## config.mk

```make
export PLATFORM = sky130hd
export DESIGN_NAME = bcd_to_binary_converter
export DESIGN_NICKNAME = d
export VERILOG_FILES = /design/src/rtl/bcd_to_binary_converter_pkg.sv /design/src/rtl/bcd_to_binary_converter_bcd_digit_corrector.sv /design/src/rtl/bcd_to_binary_converter.sv
export SDC_FILE = /design/constraint.sdc
export NUM_CORES = 1
export LEC_CHECK = 0
export CAP_MARGIN = 25
export CORE_MARGIN = 8
export CORE_UTILIZATION = 35
export CTS_BUF_LIST = sky130_fd_sc_hd__clkbuf_4 sky130_fd_sc_hd__clkbuf_8
export DETAILED_ROUTE_END_ITERATION = 8
export SLEW_MARGIN = 20
export SYNTH_ARGS = -nofsm -noshare
export SYNTH_HDL_FRONTEND = slang
export SYNTH_SLANG_ARGS = --single-unit
```

## constraint.sdc

```tcl
create_clock -name clk -period 4.8 [get_ports clk]
set_input_delay 1.2 -clock clk [delete_from_list [all_inputs] [get_ports clk]]
set_output_delay 1.2 -clock clk [all_outputs]
set_load 0.02 [all_outputs]
```

## src/rtl/bcd_to_binary_converter_pkg.sv

```systemverilog
// Shared types and constants for the BCD-to-binary converter.
package bcd_to_binary_converter_pkg;

    typedef enum logic {
        IDLE    = 1'b0,
        CONVERT = 1'b1
    } state_e;

    // A digit field at or above this after a right shift came from a
    // doubled weight and needs the correction subtracted.
    localparam logic [3:0] CORR_THRESHOLD = 4'd8;
    localparam logic [3:0] CORR_VALUE     = 4'd3;

    // Width of an iteration counter able to hold 0..bin_width inclusive.
    function automatic int count_width(input int bin_width);
        return $clog2(bin_width + 1);
    endfunction

endpackage

```

## src/rtl/bcd_to_binary_converter_bcd_digit_corrector.sv

```systemverilog
// Single-digit reverse double-dabble correction: subtract 3 from fields >= 8.
module bcd_digit_corrector
    import bcd_to_binary_converter_pkg::*;
(
    input  logic [3:0] digit_in,
    output logic [3:0] digit_out
);

    // Purely combinational correction; cannot underflow since input >= 8.
    always_comb begin
        digit_out = digit_in;
        if (digit_in >= CORR_THRESHOLD) begin
            digit_out = digit_in - CORR_VALUE;
        end
    end

endmodule

```

## src/rtl/bcd_to_binary_converter.sv

```systemverilog
// Sequential reverse double-dabble converter: packed BCD in, unsigned binary out.
module bcd_to_binary_converter
    import bcd_to_binary_converter_pkg::*;
#(
    parameter int DIGITS    = 3,
    parameter int BIN_WIDTH = 10
) (
    input  logic                  clk,
    input  logic                  reset,
    input  logic                  start_conversion,
    input  logic [4*DIGITS-1:0]   bcd_data,
    output logic                  end_of_conversion,
    output logic [BIN_WIDTH-1:0]  binary_data,
    output logic                  invalid_bcd
);

    localparam int BCD_W = 4 * DIGITS;
    localparam int SR_W  = BCD_W + BIN_WIDTH;
    localparam int CNT_W = count_width(BIN_WIDTH);
    localparam logic [CNT_W-1:0] LAST_COUNT = CNT_W'(BIN_WIDTH);

    state_e                 state_q, state_d;
    logic [CNT_W-1:0]       count_q, count_d;
    logic [SR_W-1:0]        shift_q, shift_d;
    logic [BIN_WIDTH-1:0]   binary_q, binary_d;
    logic                   eoc_q, eoc_d;
    logic                   invalid_q, invalid_d;

    logic [SR_W-1:0]        shifted;
    logic [BCD_W-1:0]       corrected_bcd;
    logic [SR_W-1:0]        stepped;
    logic                   bcd_bad;

    assign shifted = shift_q >> 1;

    genvar g;
    generate
        for (g = 0; g < DIGITS; g++) begin : g_digit
            bcd_digit_corrector u_corr (
                .digit_in  (shifted[BIN_WIDTH + 4*g +: 4]),
                .digit_out (corrected_bcd[4*g +: 4])
            );
        end
    endgenerate

    assign stepped = {corrected_bcd, shifted[BIN_WIDTH-1:0]};

    // Flag any input nibble outside 0..9.
    always_comb begin
        bcd_bad = 1'b0;
        for (int unsigned i = 0; i < DIGITS; i++) begin
            if (bcd_data[4*i +: 4] > 4'd9) begin
                bcd_bad = 1'b1;
            end
        end
    end

    // Next-state and output logic for the IDLE/CONVERT controller.
    always_comb begin
        state_d   = state_q;
        count_d   = count_q;
        shift_d   = shift_q;
        binary_d  = binary_q;
        eoc_d     = 1'b0;
        invalid_d = invalid_q;
        case (state_q)
            IDLE: begin
                if (start_conversion) begin
                    if (bcd_bad) begin
                        eoc_d     = 1'b1;
                        invalid_d = 1'b1;
                    end else begin
                        shift_d = {bcd_data, {BIN_WIDTH{1'b0}}};
                        count_d = '0;
                        state_d = CONVERT;
                    end
                end
            end
            CONVERT: begin
                if (count_q == LAST_COUNT) begin
                    binary_d  = shift_q[BIN_WIDTH-1:0];
                    eoc_d     = 1'b1;
                    invalid_d = 1'b0;
                    count_d   = '0;
                    shift_d   = '0;
                    state_d   = IDLE;
                end else begin
                    shift_d = stepped;
                    count_d = count_q + 1'b1;
                end
            end
        endcase
    end

    // State and output registers with asynchronous reset.
    always_ff @(posedge clk or posedge reset) begin
        if (reset) begin
            state_q   <= IDLE;
            count_q   <= '0;
            shift_q   <= '0;
            binary_q  <= '0;
            eoc_q     <= 1'b0;
            invalid_q <= 1'b0;
        end else begin
            state_q   <= state_d;
            count_q   <= count_d;
            shift_q   <= shift_d;
            binary_q  <= binary_d;
            eoc_q     <= eoc_d;
            invalid_q <= invalid_d;
        end
    end

    assign end_of_conversion = eoc_q;
    assign binary_data       = binary_q;
    assign invalid_bcd       = invalid_q;

endmodule
```

==> flow_summary.yaml, run 1 <==
global_route:
  grt_pass1_vias: 1312
  overflow: 0
  gr-usage-all-layers_pct: 10.6
  antenna_found_initial: 0
  grt_max_degree: 40
  grt_pass1_wl_mm: 6.31
setup_path:
  slowest_stage: "clkdlybuf4s50_1"
  critPathMaxFanout: 18
  critical-path-top-delay-family: "compound AO/OA/AOI/OAI gates"
  path_cells: "clkdlybuf4s50_1 -> o21ai_2 -> a41oi_2 -> buf_4 -> a221oi_1 -> nor2_1"
  critical-path-max-stage-delay_ns: 0.44
  worst-path-buf-inv: 2
  setup.worst_path.class: "primary input to flop"
  crit_arrival_ns: 2.95
  critPathRequiredTime_ns: 4.98
  crit_path_end_kind: "flop"
  start_kind: "primary input"
sta:
  finalCriticalPeriod_ns: 2.78
  tightest_slew_ns: 0.840
  finClkSkew_ns: 0.00491
  hold_violations: 0
  rsz0062_at_grt: "false"
  slew_headroom_pct: 44.0
  worst_slack_ns: 2.02
  tns_ns: 0
  setup_viol: 0
  max_freq_mhz: 360
  period_share_pct: 57.9
  holdWs_ns: 0.492
  final_max_slew_viol_count: 0
layout:
  final_cell_count_no_fill: 250
  drive_above_1_share_pct: 13.3
  nets: 200
  fin_area_um2: 2220
  area_growth_pct: 24.2
  utilization_pct: 44.3
  num_antenna_cells: 0
synth:
  ys.flop_type: "dfrtp_1"
  synth_area_um2: 1790
  synth_edf_count: 0
  synthCells: 152
  yosysUniqueCellTypes: 32
  async_reset_ff_share_pct: 100
  ys_warn_count: 0
  avgSynthCellArea_um2: 11.8
  yosysSeqAreaShare_pct: 54.6
  syn_nets: 173
  ys_seq_elements: 39
outcome:
  status: "finished clean"
placed_design:
  gp_congestion: 0.792
  place_inst: 242
  post_dp_cell_area_um2: 2110
  dp_slack_ns: 1.72
  hpwl_mm: 2.66
  io_buffer_count: 26
route:
  ant_nets: 0
  drtIter0Drc: 54
  viasPerCell: 5.20
  wirelength_mm: 3.67
  drc: 0
  wl_per_cell_um: 14.7
  vias: 1299
  drt-pass1-iter-count: 4
clock_network:
  tritoncts: "yes"
  holdBufCountCts: 0
  clock_latency_ns: 0.29
  clockBufferDepth: 2
  htreeDepth: 2
  cts_buffers: 5
  path_clk_slew_ns: 0.08
  cts_setup_buffers: 0
  cts.sinks: 39
  ctsResizeCount: 0
  cts-root-buf: "clkbuf_8"
power:
  power_mw: 1.45
  peakVddDrop_mv: 0.319
  power.leakage_nw: 1.02
  powerDensity_nw_per_um2: 653
flow_run:
  cap_violations: 0
floorplan:
  rows: 26
  coreArea_um2: 5010
  dieArea_um2: 7650
  io_pins: 27
  die_h_um: 87.5
  initial_core_util_pct: 35.7
  die_w_um: 87.5
hold_path:
  hold_class: "flop to flop"
-- report_power, final --
group          switching (mW)  total (mW)  internal (mW)
combinational           0.288       0.581          0.293
clock                   0.117       0.271          0.155
sequential              0.124       0.598          0.474
total                   0.528        1.45          0.922
-- sequential cells by signal, summed over array words and instances, names as in the netlist --
| register | cells |
|---|---|
| state_q | 1 |
| shift_q | 22 |
| end_of_conversion | 1 |
| invalid_bcd | 1 |
| count_q | 4 |
| binary_data | 10 |
-- area by class of cell --
cell class | count | area, um2
clock inverter | 3 | 43.8
clock buffer | 5 | 68.8
multi-input combinational | 98 | 742
fill | 481 | 2790
tap | 70 | 87.6
sequential | 39 | 976
inverter | 7 | 26.3
timing repair buffer | 28 | 275
-- worst paths after layout --
check	start	to	slack [ns]	cells past startpoint
min	invalid_bcd	invalid_bcd	0.49	2
max in group asynchronous	reset	binary_data[5]	3.14	3
max reg2reg	count_q[0]	shift_q[17]	2.85	6
min in group asynchronous	reset	binary_data[6]	1.32	3
min reg2reg	invalid_bcd	invalid_bcd	0.49	2
max	bcd_data[1]	shift_q[10]	2.02	6
-- cells in the final DEF (no fill, tap or decap), types with 3 or more instances in the layout --
cell / Yosys / routed
nand2_1: 13 / 13
nand3_1: 3 / 3
inv_1: 6 / 6
a22o_1: 10 / 10
a221oi_1: 6 / 6
a22oi_1: 3 / 3
o21ai_0: 11 / 11
xor2_1: 3 / 3
clkbuf_8: 0 / 5
a21oi_1: 7 / 7
ha_1: 6 / 6
mux2_4: 8 / 8
clkdlybuf4s50_1: 0 / 26
dfrtp_1: 39 / 39
nor2_1: 6 / 6
-- metal layers --
layer | GRT usage [%] | share of wire [%] | wire length [um]
met3 | 4.34 | 8.0 | 294
met2 | 17.6 | 49 | 1790
met1 | 11.9 | 43 | 1560
met5 | 0 | 0 | 0
met4 | 4.06 | 0.74 | 27
-- worst reg2reg max path: stages, from the launching register on --
cell and delay [ns]:
dfrtp_1 0.41, inv_1 0.06, ha_1 0.19, nand3b_1 0.10
and2_1 0.69, a32oi_1 0.21, o21ai_0 0.20
-- cells in the mapped netlist, drive strengths merged (2+ instances only) --
cell    instances  area (um2)
buf             5        31.3
o21ai          14        77.6
ha              6        75.1
clkbuf          3        11.3
nand2b          2        12.5
a21oi           7        35.0
nand2          13        48.8
xor2            3        26.3
mux2           10         143
and2            2        12.5
a32oi           2        17.5
a41oi           2        25.0
nand3           3        15.0
inv             7        26.3
a22oi           3        22.5
a221oi          6        52.6
dfrtp          39         976
a21o            2        15.0
a22o           10        87.6
xnor2           2        17.5
nor2            6        22.5
-- cell families (layout without fill, tap and decap cells) --
logic type,after synthesis,in the layout,synth area share (%)
AND/OR/NAND/NOR,29,29,7.28
multiplexers,10,10,7.98
flip-flops,39,39,54.6
buffers and inverters,15,43,3.85
XOR/XNOR,5,5,2.45
AO/OA/AOI/OAI,48,48,19.6
adder cells (fa/ha/maj),6,6,4.20
Note: power is estimated with default switching activity, not from simulation.
==> inputs of run 2 (changes only) <==
clock period = 2.5 ns   (was 4.8 ns; I/O delays follow)
==> flow_summary.yaml, run 2 (same netlist as run 1, synthesis figures left out) <==
global_route:
  antenna_found_initial: 0
  grt_pass1_wl_mm: 6.31
  grt_pass1_vias: 1269
  gr-usage-all-layers_pct: 10.5
  grt_max_degree: 40
  overflow: 0
layout:
  area_growth_pct: 23.7
  final_cell_mix: "39 x dfrtp_1, 26 x clkdlybuf4s50_1, 13 x nand2_1"
  largest_reg_flops: 22
  drive_above_1_share_pct: 14.3
  registers.top_by_ff_count: "shift_q"
  fillers: 489
  nets: 202
  num_antenna_cells: 0
  fin_area_um2: 2210
  final_common_cell: "dfrtp_1"
power:
  power.leakage_nw: 1.01
  powerDensity_nw_per_um2: 1220
  power_mw: 2.70
  peakVddDrop_mv: 0.478
floorplan:
  rows: 26
  initial_core_util_pct: 35.7
  dieArea_um2: 7650
  io_pins: 27
  die_h_um: 87.5
  coreArea_um2: 5010
  die_w_um: 87.5
setup_path:
  path_cells: "clkdlybuf4s50_1 -> o21ai_1 -> a41oi_2 -> buf_4 -> a221oi_1 -> a21oi_1"
  worst-path-buf-inv: 2
  critical-path-max-stage-delay_ns: 0.45
  critPathMaxFanout: 17
  slowest_stage: "clkdlybuf4s50_1"
  startpoint: "bcd_data[9]"
  crit_path_end_kind: "flop"
  timing.rr.start: "count_q[0]"
  setup.worst_path.class: "primary input to flop"
  critPathRequiredTime_ns: 2.67
  crit_arrival_ns: 2.10
  start_kind: "primary input"
  critical-path-top-delay-family: "compound AO/OA/AOI/OAI gates"
sta:
  final_max_slew_viol_count: 0
  setup_viol: 0
  holdWs_ns: 0.484
  slew_headroom_pct: 57.5
  finClkSkew_ns: 0.00564
  worst_slack_ns: 0.568
  finalCriticalPeriod_ns: 1.93
  period_share_pct: 77.3
  rsz0062_at_grt: "false"
  max_freq_mhz: 518
  hold_violations: 0
  tns_ns: 0
  tightest_slew_ns: 0.637
placed_design:
  gp_congestion: 0.799
  hpwl_mm: 2.63
  post_dp_cell_area_um2: 2120
  dp_slack_ns: 0.285
  io_buffer_count: 26
flow_run:
  cap_violations: 0
route:
  wl_per_cell_um: 14.6
  wirelength_mm: 3.67
  drtIter0Drc: 75
  viasPerCell: 5.02
  drc: 0
  vias: 1266
  ant_nets: 0
  drt-pass1-iter-count: 4
clock_network:
  cts_buffers: 5
  path_clk_slew_ns: 0.08
  tritoncts: "yes"
  cts-root-buf: "clkbuf_8"
  ctsResizeCount: 0
  holdBufCountCts: 0
  cts.sinks: 39
  cts_setup_buffers: 0
  clockBufferDepth: 2
  htreeDepth: 2
  clock_latency_ns: 0.29
hold_path:
  hold_class: "flop to flop"
  min_from: "shift_q[20]"
outcome:
  status: "finished clean"
## run 2: cell types whose count changed in the layout (fill, tap and decap cells not counted)
cell        before  now
clkinvlp_4       0    2
bufinv_16        1    0
buf_4            2    4
clkinv_4         1    0
## run 2: worst min-delay path, delay by kind of cell, from the launching register on
kind,cells,cell delay (ns)
flops,1,0.34
compound gates,1,0.06
simple gates,1,0.04
## run 2: worst paths after layout
kind                                  end  slack (ns)  cells past startpoint
setup / recovery              shift_q[15]        0.57                      6
hold / removal                shift_q[20]        0.48                      2
setup reg to reg           binary_data[2]        0.67                      5
hold reg to reg               shift_q[20]        0.48                      2
max in group asynchronous     invalid_bcd        1.40                      3
min in group asynchronous  binary_data[6]        0.75                      3
## run 2: power breakdown
part	internal, mW	switching [mW]
registers	0.911	0.235
clock network	0.194	0.220
logic	0.578	0.558
## run 2: area by class of cell
type                            count  area (um2)  area share (%)
Multi-Input combinational cell     98         742            33.6
Tap cell                           70        87.6            3.96
Timing Repair Buffer               30         290            13.1
Clock buffer                        5        68.8            3.11
Inverter                            7        26.3            1.19
Clock inverter                      3        20.0           0.905
Sequential cell                    39         976            44.1
## run 2: per-layer routing
layer | global-route usage [%] | up-vias | part of all wire [%] | routed length, um
met5 | 0 | - | 0 | 0
met1 | 12.9 | 616 | 44 | 1630
met4 | 2.50 | 0 | 1.2 | 43
met3 | 5.00 | 7 | 7.2 | 265
li1 | - | 611 | - | -
met2 | 16.3 | 32 | 47 | 1740
## run 2: metrics by stage
stage	util, %	instances
global route	44.1	252
CTS	44.1	252
floorplan	-	152
finish	44.1	252
detailed placement	42.4	244
global placement	42.4	244
==> inputs of run 3 (changes only) <==
clock period = 1.6 ns   (was 2.5 ns; I/O delays follow)
==> flow_summary.yaml, run 3 (same netlist as run 1, synthesis figures left out) <==
setup_path:
  setup.worst_path.class: "primary input to flop"
  timing.rr.start: "count_q[0]"
  start_kind: "primary input"
  reg2reg_depth: 6
  crit_path_end_kind: "flop"
  crit_arrival_ns: 1.72
  critPathRequiredTime_ns: 1.77
  critPathMaxFanout: 33
  rr_endpoint: "binary_data[0]"
  r2r_slack_ns: 0.08
layout:
  num_antenna_cells: 0
  layout.area.seq_um2: 976
  final_common_cell: "dfrtp_1"
  drive_above_1_share_pct: 22.2
  nets: 214
  registers.top_by_ff_count: "shift_q"
  final_cell_mix: "39 x dfrtp_1, 14 x clkdlybuf4s50_1, 13 x nand2_1, 13 x buf_4, 12 x dlygate4sd2_1"
  fillers: 491
  largest_reg_flops: 22
  multiInputGateArea_um2: 767
  utilization_pct: 46.9
  area_growth_pct: 31.4
floorplan:
  die_w_um: 87.5
  initial_core_util_pct: 35.7
  coreArea_um2: 5010
  die_h_um: 87.5
  dieArea_um2: 7650
  rows: 26
  io_pins: 27
placed_design:
  io_buffer_count: 26
  gp_congestion: 0.823
  hpwl_mm: 2.73
  dp_slack_ns: -0.309
route:
  vias: 1322
  viasPerCell: 5.01
  drc: 0
  drtIter0Drc: 50
  ant_nets: 0
  wl_per_cell_um: 14.6
  wirelength_mm: 3.84
  drt-pass1-iter-count: 4
power:
  power.leakage_nw: 1.14
  powerDensity_nw_per_um2: 1830
  peakVddDrop_mv: 0.568
sta:
  setup_viol: 0
  worst_slack_ns: 0.0463
  finClkSkew_ns: 0.00124
  finalCriticalPeriod_ns: 1.55
  rsz0062_at_grt: "true"
  tightest_slew_ns: 0.279
  final_max_slew_viol_count: 0
  max_freq_mhz: 644
  slew_headroom_pct: 81.4
  hold_violations: 0
  period_share_pct: 97.1
clock_network:
  clockBufferDepth: 2
  cts.sinks: 39
  cts-root-buf: "clkbuf_8"
  clock_latency_ns: 0.29
  path_clk_slew_ns: 0.07
  cts_buffers: 5
  htreeDepth: 2
  tritoncts: "yes"
  holdBufCountCts: 0
global_route:
  grt_max_degree: 40
  gr-usage-all-layers_pct: 11.1
  grt_pass1_vias: 1379
  grt_pass1_wl_mm: 6.62
  overflow: 0
  antenna_found_initial: 0
hold_path:
  hold_class: "primary input to asynchronous set/reset pin"
outcome:
  status: "finished clean"
flow_run:
  cap_violations: 0
[run 3: layer usage]
| metal | share of wire (%) | GRT usage, % | up-vias |
|---|---|---|---|
| met5 | 0 | 0 | - |
| met4 | 0.99 | 3.59 | 0 |
| met3 | 6.5 | 4.53 | 6 |
| met2 | 48 | 18.0 | 28 |
| met1 | 44 | 13.0 | 656 |
| li1 | - | - | 632 |
[run 3: worst max-delay path, cell delays in order]
cell and delay [ns]:
clkdlybuf4s50_1 0.45, o21ai_2 0.21, a41oi_2 0.17, buf_12 0.20, a221oi_1 0.23, a21oi_1 0.07
[run 3: timing repair]
item | in CTS | in global routing
gates cloned | 0 | 0
buffers inserted | 0 | 0
setup endpoints to repair | 19 | 9
gates resized for setup | 13 | 5
[run 3: report_power, final]
group | internal (mW) | leakage (nW) | total, mW | switching [mW]
registers | 1.42 | 0.495 | 1.76 | 0.340
logic | 0.938 | 0.597 | 1.87 | 0.934
clock network | 0.322 | 0.0446 | 0.668 | 0.347
[run 3: worst max path at each step]
| stage | endpoint | start | cells after the start |
|---|---|---|---|
| after floorplan | shift_q[11] | count_q[0] | 8 |
| after global placement | shift_q[11] | bcd_data[9] | 6 |
| after detailed placement | shift_q[16] | bcd_data[9] | 6 |
| after CTS | shift_q[16] | bcd_data[9] | 6 |
| after global routing | binary_data[1] | count_q[0] | 6 |
| final | shift_q[15] | bcd_data[9] | 6 |
[run 3: per-stage QoR]
step	hold WS, ns	instance area, um2	power (mW)	TNS, ns	instances
after CTS	0.465	2320	4.26	0	264
final	0.458	2350	4.30	0	264
after floorplan	0.451	1790	2.97	0	152
after detailed placement	0.480	2250	3.68	-5.69	256
after global placement	0.467	2250	3.57	-4.67	256
after global routing	0.487	2350	4.66	-0.00661	264
[run 3: cell type report]
cell class | instances | share of cell area, %
multi-input combinational | 98 | 32.7
tap | 70 | 3.73
timing repair buffer | 42 | 17.2
clock buffer | 6 | 3.25
clock inverter | 2 | 0.533
sequential | 39 | 41.6
inverter | 7 | 1.12
